`config.mk`:
```
export PLATFORM = sky130hd
export DESIGN_NAME = baccarat_fsm
export DESIGN_NICKNAME = d
export VERILOG_FILES = /design/src/rtl/baccarat_pkg.sv /design/src/rtl/banker_rule.sv /design/src/rtl/baccarat_fsm.sv
export SDC_FILE = /design/constraint.sdc
export NUM_CORES = 1
export LEC_CHECK = 0
export ABC_AREA = 1
export CAP_MARGIN = 20
export CORE_AREA = 2 2 39 41
export CTS_CLUSTER_SIZE = 8
export DETAILED_ROUTE_END_ITERATION = 10
export DIE_AREA = 0 0 41 43
export PLACE_DENSITY = 0.84
export RECOVER_POWER = 50
export SYNTH_ARGS = -nofsm -noshare
export SYNTH_HDL_FRONTEND = slang
export SYNTH_SLANG_ARGS = --single-unit
```
`constraint.sdc`:
```
create_clock -name slow_clock -period 1.65 [get_ports slow_clock]
set_clock_uncertainty 0.1 [all_clocks]
set_input_delay 0.33 -clock slow_clock [delete_from_list [all_inputs] [get_ports slow_clock]]
set_output_delay 0.33 -clock slow_clock [all_outputs]
set_load 0.05 [all_outputs]
```
`src/rtl/baccarat_pkg.sv`:
```
// Shared types, rule thresholds and card helpers for the Baccarat controller.
// Imported by the top-level FSM and by the banker drawing-rule block.
package baccarat_pkg;

  typedef enum logic [3:0] {
    S_IDLE,
    S_P1,
    S_D1,
    S_P2,
    S_D2,
    S_CHK,
    S_P3,
    S_CHKD,
    S_D3,
    S_DONE
  } state_t;

  localparam logic [3:0] NATURAL_MIN      = 4'd8;
  localparam logic [3:0] PLAYER_STAND_MIN = 4'd6;
  localparam logic [3:0] BANKER_STAND_MIN = 4'd7;

  // Face cards and tens count as zero; rank 0 means the slot is empty.
  function automatic logic [3:0] card_value(input logic [3:0] rank);
    card_value = ((rank >= 4'd1) && (rank <= 4'd9)) ? rank : 4'd0;
  endfunction

endpackage

```
`src/rtl/banker_rule.sv`:
```
// Banker third-card decision from the banker's two-card score and, when the
// player drew, the value of the player's third card.
module banker_rule
  import baccarat_pkg::*;
(
  input  logic [3:0] dscore,
  input  logic [3:0] pcard3,
  input  logic       player_drew,
  output logic       draw
);

  logic [3:0] v;

  always_comb begin
    v    = card_value(pcard3);
    draw = 1'b0;
    if (!player_drew) begin
      // A banker facing a standing player follows the player's own threshold.
      draw = (dscore < PLAYER_STAND_MIN);
    end else if (dscore < BANKER_STAND_MIN) begin
      case (dscore)
        4'd3:    draw = (v != 4'd8);
        4'd4:    draw = (v >= 4'd2) && (v <= 4'd7);
        4'd5:    draw = (v >= 4'd4) && (v <= 4'd7);
        4'd6:    draw = (v >= 4'd6) && (v <= 4'd7);
        default: draw = 1'b1;
      endcase
    end
  end

endmodule

```
`src/rtl/baccarat_fsm.sv`:
```
// Moore controller for one Baccarat hand: deals cards via one-hot load strobes,
// applies the drawing rules and lights the winner once the hand is complete.
module baccarat_fsm
  import baccarat_pkg::*;
(
  input  logic       slow_clock,
  input  logic       resetb,
  input  logic [3:0] pscore,
  input  logic [3:0] dscore,
  input  logic [3:0] pcard3,
  output logic       load_pcard1,
  output logic       load_pcard2,
  output logic       load_pcard3,
  output logic       load_dcard1,
  output logic       load_dcard2,
  output logic       load_dcard3,
  output logic       player_win_light,
  output logic       dealer_win_light
);

  state_t state_reg, state_next;
  logic   player_drew_reg;
  logic   banker_draw;

  banker_rule u_banker_rule (
    .dscore      (dscore),
    .pcard3      (pcard3),
    .player_drew (player_drew_reg),
    .draw        (banker_draw)
  );

  always_ff @(posedge slow_clock or negedge resetb) begin
    if (!resetb) begin
      state_reg       <= S_IDLE;
      player_drew_reg <= 1'b0;
    end else begin
      state_reg <= state_next;
      if (state_reg == S_CHK) player_drew_reg <= (state_next == S_P3);
    end
  end

  always_comb begin
    state_next       = S_IDLE;
    load_pcard1      = 1'b0;
    load_pcard2      = 1'b0;
    load_pcard3      = 1'b0;
    load_dcard1      = 1'b0;
    load_dcard2      = 1'b0;
    load_dcard3      = 1'b0;
    player_win_light = 1'b0;
    dealer_win_light = 1'b0;
    case (state_reg)
      S_IDLE: state_next = S_P1;
      S_P1: begin
        load_pcard1 = 1'b1;
        state_next  = S_D1;
      end
      S_D1: begin
        load_dcard1 = 1'b1;
        state_next  = S_P2;
      end
      S_P2: begin
        load_pcard2 = 1'b1;
        state_next  = S_D2;
      end
      S_D2: begin
        load_dcard2 = 1'b1;
        state_next  = S_CHK;
      end
      S_CHK: begin
        if ((pscore >= NATURAL_MIN) || (dscore >= NATURAL_MIN)) state_next = S_DONE;
        else if (pscore < PLAYER_STAND_MIN)                     state_next = S_P3;
        else                                                    state_next = S_CHKD;
      end
      S_P3: begin
        load_pcard3 = 1'b1;
        state_next  = S_CHKD;
      end
      S_CHKD: state_next = banker_draw ? S_D3 : S_DONE;
      S_D3: begin
        load_dcard3 = 1'b1;
        state_next  = S_DONE;
      end
      S_DONE: begin
        // Scores are stable here since no further loads occur.
        state_next       = S_DONE;
        player_win_light = (pscore >= dscore);
        dealer_win_light = (dscore >= pscore);
      end
      default: state_next = S_IDLE;
    endcase
  end

endmodule
```
# Yosys cells after proc, flatten, opt, wreduce, memory -nomap -nowiden
# Index checks and enable logic that the tools add are counted.
[word_totals]
in_bits = 14
wordCells = 53
ff_bits = 5
[op_classes]
order_cmp = 13
n_mux = 16
eq_ne = 15
reduce_logical = 7
[ops]
columns = ["cell", "count"]
rows = [
  ["$pmux W4 S9", 1],
  ["$eq A4 B3 Y1 const B", 8],
  ["$eq A4 B2 Y1 const B", 3],
  ["$lt A4 B3 Y1 const B", 3],
  ["$mux W1", 12],
  ["$eq A4 B4 Y1 const B", 2],
  ["$ge A4 B3 Y1 const B", 2],
  ["$ge A4 B4 Y1", 2],
  ["$ge A4 B4 Y1 const B", 2],
  ["$mux W4", 2],
  ["$eq A4 B1 Y1 const B", 1],
  ["$ge A4 B1 Y1 const B", 1],
  ["$ge A4 B2 Y1 const B", 1],
  ["$le A4 B3 Y1 const B", 1],
  ["$le A4 B4 Y1 const B", 1],
  ["$logic_and A1 B1 Y1", 4],
  ["$logic_not A4 Y1", 1],
  ["$ne A4 B4 Y1 const B", 1],
  ["$pmux W1 S4", 1],
  ["$reduce_or A2 Y1", 1],
  ["$logic_or A1 B1 Y1", 1],
]

# Depth between registers and ports, before layout
# Gate-level depths: netlist (run 1).
[depth]
depth_word = 11
depth_mapped = 10
mapped_depth_nobuf = 10

# Hierarchy
# Synthesis (run 1) repeated with hierarchy kept, for this count alone.
[hier_totals]
cells_unflattened = 90
area_unflattened_um2 = 564.3
[modules_own_cells]
columns = ["mod", "cells_per_inst", "area_each_um2", "n_inst"]
rows = [
  ["baccarat_fsm", 72, 475.5, 1],
  ["banker_rule", 18, 88.8, 1],
]

# Worst setup path after synthesis (run 1)
# OpenSTA, ideal clock, no wires.
[synth_path]
path_type = "input to output"
from = "input pscore[1]"
to = "output player_win_light"
setup_slack_ns = -0.481
t_required_ns = 1.220
path_stages = 7
n_path_buf = 0
arrival_time_ns = 1.701
cell_sequence = "inv_1 -> ha_1 -> inv_1 -> nor2_1 -> o211ai_1 -> nand2_1 -> a21boi_1"
[synth_via]
elab_chain_cells = 2
[synth_lines]
columns = ["element", "line_no", "rtl"]
rows = [
  ["from (decl)", "baccarat_fsm.sv:8", "input logic [3:0] pscore,"],
  ["$ge A4 B4 Y1", "baccarat_fsm.sv:87", "player_win_light = (pscore >= dscore);"],
  ["$mux W1", "baccarat_fsm.sv:52", "case (state_reg)"],
  ["to (decl)", "baccarat_fsm.sv:17", "output logic player_win_light,"],
]
# Every way passes these cells.

# Worst setup path in the final report (run 1)
[layout_path]
from = "input dscore[3]"
to = "output dealer_win_light"
[layout_via]
elab_chain_cells = 2
[layout_lines]
columns = ["element", "line_no", "rtl"]
rows = [
  ["from (decl)", "baccarat_fsm.sv:9", "input logic [3:0] dscore,"],
  ["$ge A4 B4 Y1", "baccarat_fsm.sv:88", "dealer_win_light = (dscore >= pscore);"],
  ["$mux W1", "baccarat_fsm.sv:52", ""],
  ["to (decl)", "baccarat_fsm.sv:18", "output logic dealer_win_light"],
]
# Every way passes these cells.

==> impl_metrics.json, run 1 <==
{
  "startpoint_type": "input pin",
  "cpPeakStageDelay_ps": 280,
  "p_per_area_mw_per_mm2": 1360,
  "cp_cell_sequence": "clkdlybuf4s15_2 -> ha_4 -> nand4_1 -> nand3_1 -> nand2_2 -> clkinvlp_4 -> buf_12",
  "fin_nets": 144,
  "yosysUniqueCellTypes": 19,
  "cts-root-buf": "clkbuf_4",
  "htreeDepth": 1,
  "portBuffers": 21,
  "die-area_mm2": 0.00176,
  "required_ps": 1220,
  "grt_pass1_wl_mm": 2.32,
  "relSlewSlack_pct": 83.4,
  "hold_path_class": "input pin to asynchronous set/reset pin",
  "yosys_warnings": 0,
  "crit_path_top_delay_cell": "ha_4",
  "end_kind": "output port",
  "grt_overflow": 0,
  "area_growth_syn_to_layout_pct": 122,
  "n_antenna_cell": 0,
  "start_util_pct": 36.3,
  "drt_wl_total_mm": 1.78,
  "grt_max_degree": 8,
  "first_pass_iters": 4,
  "tns_ps": -702,
  "numClockSinks": 5,
  "rrSetupSlack_ps": 180,
  "crit_fanout": 3,
  "finalCritPeriodShare_pct": 117,
  "clock_path_buffers": 2,
  "track_usage_pct": 20.0,
  "cts_tree": "yes",
  "clock_latency_ps": 250,
  "slew_viol_final": 0,
  "setup_slack_ps": -280,
  "die_w_um": 41,
  "cp-endpoint": "dealer_win_light",
  "finish.utilization_pct": 80.7,
  "yosysSeqAreaShare_pct": 24.9,
  "dr_total_vias": 657,
  "crit_type": "input pin to output port",
  "largest_register_ff_count": 4,
  "cts_hold_buf": 0,
  "setup_viol": 8,
  "drive_gt1_share_pct": 52.8,
  "cp.depth": 7,
  "syn_nets": 100,
  "netlist_area_um2": 503,
  "place_congestion": 0.779,
  "fin_cells": 141,
  "timing_worst_slew_pin_value_ps": 247,
  "grt_pass1_vias": 605,
  "crit_family": "simple AND/OR/NAND/NOR gates",
  "violations": "setup timing",
  "antenna_found_initial": 0,
  "avgSynthCellArea_um2": 6.13,
  "regToRegEndpoint": "state_reg[1]$_DFF_PN0_",
  "max_freq_mhz": 518,
  "io_pins": 22,
  "fin_crit_ps": 1930,
  "numCtsBuffers": 3,
  "die_h_um": 43,
  "critPathLaunch": "dscore[3]",
  "fillCellCount": 94,
  "rsz0062_at_grt": "yes",
  "drt_iter0_drc": 7,
  "synthCells": 82,
  "num_rows": 14,
  "rr_startpoint": "state_reg[2]$_DFF_PN0_",
  "dp_slack_ps": -634,
  "leakage_nw": 0.532,
  "core-area_mm2": 0.00138,
  "cap_violations": 0,
  "ys_ff_latch": 5,
  "hpwlAfterDp_mm": 1.10,
  "vdd.ir_drop.worst_mv": 1.31,
  "ant_nets": 0,
  "path_clk_slew_ps": 50,
  "status": "finished, violations left",
  "cp_num_buf_inv": 3,
  "cp_data_arrival_time_ps": 1500,
  "finalHoldViolations": 0,
  "viasPerCell": 4.66,
  "ff2ff_path_depth": 9,
  "place_inst": 126,
  "routedWlPerCell_um": 12.6,
  "drc": 0
}
worst min-delay path by stage:
| stage | from | end | slack (ps) | cells after the start |
|---|---|---|---|---|
| finish | resetb | state_reg[1]$_DFF_PN0_ | 260 | 1 |
| CTS | resetb | state_reg[1]$_DFF_PN0_ | 200 | 1 |
| global route | resetb | state_reg[1]$_DFF_PN0_ | 260 | 1 |
| global placement | player_drew_reg$_DFFE_PN0P_ | player_drew_reg$_DFFE_PN0P_ | 430 | 2 |
| detailed placement | player_drew_reg$_DFFE_PN0P_ | player_drew_reg$_DFFE_PN0P_ | 440 | 2 |
| floorplan | resetb | player_drew_reg$_DFFE_PN0P_ | -70 | 0 |
repair_timing:
action	in CTS	in global routing
setup buffers	2	9
pin swaps	13	9
setup endpoints to repair	7	8
resized for setup	41	11
per-layer routing:
layer / share of wire (%) / GRT usage, % / wire, um / vias up
li1: - / - / - / 338
met1: 35 / 20.5 / 631 / 300
met2: 59 / 35.0 / 1050 / 15
met3: 3.6 / 3.66 / 64 / 4
met4: 1.8 / 10.7 / 32 / 0
met5: 0 / 0 / 0 / -
metrics by stage:
step	total power, mW	cell area (um^2)	hold WS [ps]
3_3_place_gp	1.02	915	428
4_1_cts	1.26	1010	202
3_5_place_dp	1.03	915	440
5_1_grt	1.59	1120	265
2_1_floorplan	0.678	552	-65.6
6_report	1.52	1120	261
area by class of cell:
cell class              instances  area, um^2  area share, %
clock buffers                   4        26.3           2.35
inverters                      18        78.8           7.06
multi-input cells              59         435           39.0
flip-flops and latches          5         126           11.3
well taps                      16        20.0           1.79
repair buffers                 39         429           38.5
synthesized netlist by cell type:
cell type / count / area [um^2]
a21boi_1: 1 / 7.51
a21oi_1: 2 / 10.0
dfrtp_1: 5 / 125
ha_1: 4 / 50.1
inv_1: 14 / 52.6
inv_2: 4 / 15.0
nand2_1: 21 / 78.8
nand2_2: 2 / 12.5
nand3_1: 2 / 10.0
nand3_2: 1 / 10.0
nand3b_1: 1 / 7.51
nand4_1: 1 / 6.26
nor2_1: 12 / 45.0
nor2_2: 1 / 6.26
nor2_4: 1 / 11.3
nor3_1: 5 / 25.0
o211ai_1: 1 / 7.51
o21ai_0: 2 / 10.0
or2_1: 2 / 12.5
power breakdown:
group          leakage [nW]  switching (mW)  internal (mW)  total [mW]
registers            0.0631          0.0618          0.176       0.238
logic                 0.454           0.602          0.527        1.13
clock network        0.0150          0.0571         0.0918       0.149
total                 0.532           0.720          0.795        1.52
worst register-to-register path, delay by kind of cell, from the launching register on:
| kind | cells | cell delay (ps) |
|---|---|---|
| DFF | 1 | 410 |
| and+or+nand+nor | 5 | 450 |
| buffers and inverters | 4 | 410 |
cell families after synthesis:
| logic type | Yosys count | share of synthesized area (%) |
|---|---|---|
| adders and majority gates | 4 | 9.95 |
| DFF | 5 | 24.9 |
| AOI/OAI and AO/OA | 6 | 6.97 |
| buffers and inverters | 18 | 13.4 |
| and+or+nand+nor | 49 | 44.8 |
cell usage in the layout (no fill, tap or decap), drive strengths merged:
cell type,count
buf,29
nand2,23
inv,17
nor2,14
dfrtp,5
clkdlybuf4s15,5
nor3,5
ha,4
clkdlybuf4s50,4
clkbuf,4
nand3,3
or2,2
o21ai,2
a21oi,2
nand3b,1
o211ai,1
nand4,1
clkinvlp,1
a21boi,1
dlygate4sd3,1
Power figures use the tool's default switching activity.
==> inputs of run 2 (changes only) <==
--- a/config.mk
+++ b/config.mk
@@ -5,7 +5,6 @@
 export SDC_FILE = /design/constraint.sdc
 export NUM_CORES = 1
 export LEC_CHECK = 0
-export ABC_AREA = 1
 export CAP_MARGIN = 20
 export CORE_AREA = 2 2 39 41
 export CTS_CLUSTER_SIZE = 8
==> run 2 against run 1 <==
Effect of this change:
- the run still ends with setup timing left
- largest cell class unchanged
- count of clock-buffer cells in the layout unchanged
- worst setup slack better by 11 ps
- combinational power grew 18%
==> impl_metrics.json, run 2 <==
{
  "vdd.ir_drop.worst_mv": 0.692,
  "cp_data_arrival_time_ps": 1490,
  "clock_path_buffers": 2,
  "rrSetupSlack_ps": 180,
  "leakage_nw": 0.505,
  "finalHoldViolations": 0,
  "track_usage_pct": 22.5,
  "core-area_mm2": 0.00138,
  "avgSynthCellArea_um2": 8.38,
  "cts_tree": "yes",
  "async_flop_share_pct": 100,
  "layout_common_cells": "buf_4, buf_6, buf_12, nor3_4, dfrtp_1",
  "crit_type": "input pin to output port",
  "grt_pass1_wl_mm": 2.72,
  "tns_ps": -749,
  "netlist_area_um2": 503,
  "status": "finished, violations left",
  "final_common_cell": "buf_4",
  "n_antenna_cell": 0,
  "die_w_um": 41,
  "dr_total_vias": 662,
  "rr_startpoint": "state_reg[3]$_DFF_PN0_",
  "synth_common_cells": "nor3_1, inv_1, dfrtp_1",
  "synth_top_area_share_pct": 24.9,
  "end_kind": "output port",
  "cap_violations": 0,
  "synthFlopType": "dfrtp_1",
  "portBuffers": 21,
  "yosys_warnings": 0,
  "grt_overflow": 0,
  "path_clk_slew_ps": 50,
  "die_h_um": 43,
  "slew_viol_final": 0,
  "required_ps": 1220,
  "startpoint_type": "input pin",
  "ant_nets": 0,
  "htreeDepth": 1,
  "clock_latency_ps": 250,
  "dp_slack_ps": -811,
  "hold_path_class": "input pin to asynchronous set/reset pin",
  "largest_register_ff_count": 4,
  "syn_nets": 78,
  "ff2ff_path_depth": 5,
  "violations": "setup timing",
  "synth-edff-count": 0,
  "numCtsBuffers": 3,
  "numClockSinks": 5,
  "routedWlPerCell_um": 15.0,
  "p_per_area_mw_per_mm2": 1420,
  "relSlewSlack_pct": 80.0,
  "first_pass_iters": 4,
  "crit_fanout": 2,
  "yosysMostFrequentCell": "nor3_1",
  "timing_worst_slew_pin_value_ps": 298,
  "grt_pass1_vias": 637,
  "yosysUniqueCellTypes": 28,
  "place_congestion": 0.756,
  "grt_max_degree": 10,
  "finalCritPeriodShare_pct": 116,
  "drt_iter0_drc": 32,
  "num_rows": 14,
  "drive_gt1_share_pct": 64.4,
  "yosysTopAreaCell": "dfrtp_1",
  "cts-root-buf": "clkbuf_4",
  "io_pins": 22,
  "start_util_pct": 36.3,
  "area_growth_syn_to_layout_pct": 139,
  "max_freq_mhz": 521,
  "regToRegEndpoint": "state_reg[0]$_DFF_PN0_",
  "viasPerCell": 5.52,
  "drc": 0,
  "setup_viol": 7,
  "hpwlAfterDp_mm": 1.17,
  "rsz0062_at_grt": "yes",
  "ys_ff_latch": 5,
  "die-area_mm2": 0.00176,
  "fin_crit_ps": 1920,
  "yosysSeqAreaShare_pct": 24.9,
  "setup_slack_ps": -269,
  "antenna_found_initial": 0,
  "fin_nets": 123,
  "synthCells": 60,
  "synth_area_leaders": "dfrtp_1, ha_1, nor3_1",
  "drt_wl_total_mm": 1.80
}
==> run 2: cell count changes after synthesis, moves of 3 or more <==
cell / before / now
nand2b_1: 0 / 3
inv_2: 4 / 0
inv_1: 14 / 6
nand2_1: 21 / 2
nor2_1: 12 / 4
==> run 2: critical path, stage by stage <==
cell and delay (ps):
buf_6 100, ha_4 260, nor2b_4 120, o21a_1 120
o21ai_2 80, a311oi_4 300, buf_12 180
==> run 2: power by group <==
group	switching [mW]	internal [mW]	leakage, nW
Sequential	0.0465	0.177	0.0636
Combinational	0.660	0.667	0.426
Clock	0.0575	0.0919	0.0150
==> run 2: timing repair <==
action	4_1_cts	5_1_grt
pin swaps	12	5
hold buffers	0	0
buffers inserted	4	3
endpoints found under the setup margin	6	8
gates resized for setup	62	5
==> run 2: per-layer routing <==
layer,global-route usage (%),routed length [um]
met4,5.33,24
met5,0,0
met3,3.66,99
met1,26.0,708
met2,40.3,963
==> run 2: final cells by class <==
cell class	instances	area, um^2
clock buffer	4	26.3
timing repair buffer	43	495
fill	63	184
tap	16	20.0
inverter	6	27.5
multi-input combinational	46	505
sequential	5	125
==> run 2: logic make-up after synthesis <==
kind of cell	count (synthesis)	share of synthesized area, %
adder cells (fa/ha/maj)	4	9.95
multiplexers	1	2.24
AND/OR/NAND/NOR	26	32.1
buffers and inverters	9	9.95
AO/OA/AOI/OAI	15	20.9
flip-flops	5	24.9
==> run 2: worst max-delay path by stage <==
stage                         start               end  slack [ps]
after floorplan           pscore[1]  dealer_win_light        -290
after global placement    pscore[1]  dealer_win_light        -780
after detailed placement  pscore[1]  dealer_win_light        -810
after CTS                 pscore[1]  dealer_win_light        -270
after global routing      pscore[1]  dealer_win_light        -310
final                     dscore[1]  dealer_win_light        -270
==> run 2: through the flow <==
stage          power, mW  utilization, %  hold slack [ps]  instances  cell area [um^2]
2_1_floorplan      0.841               -            -65.6         60               608
3_3_place_gp        1.23            72.5              443        109              1000
3_5_place_dp        1.25            72.5              429        109              1000
4_1_cts             1.58            83.6              213        117              1160
5_1_grt             1.77            86.7              300        120              1200
6_report            1.70            86.7              285        120              1200
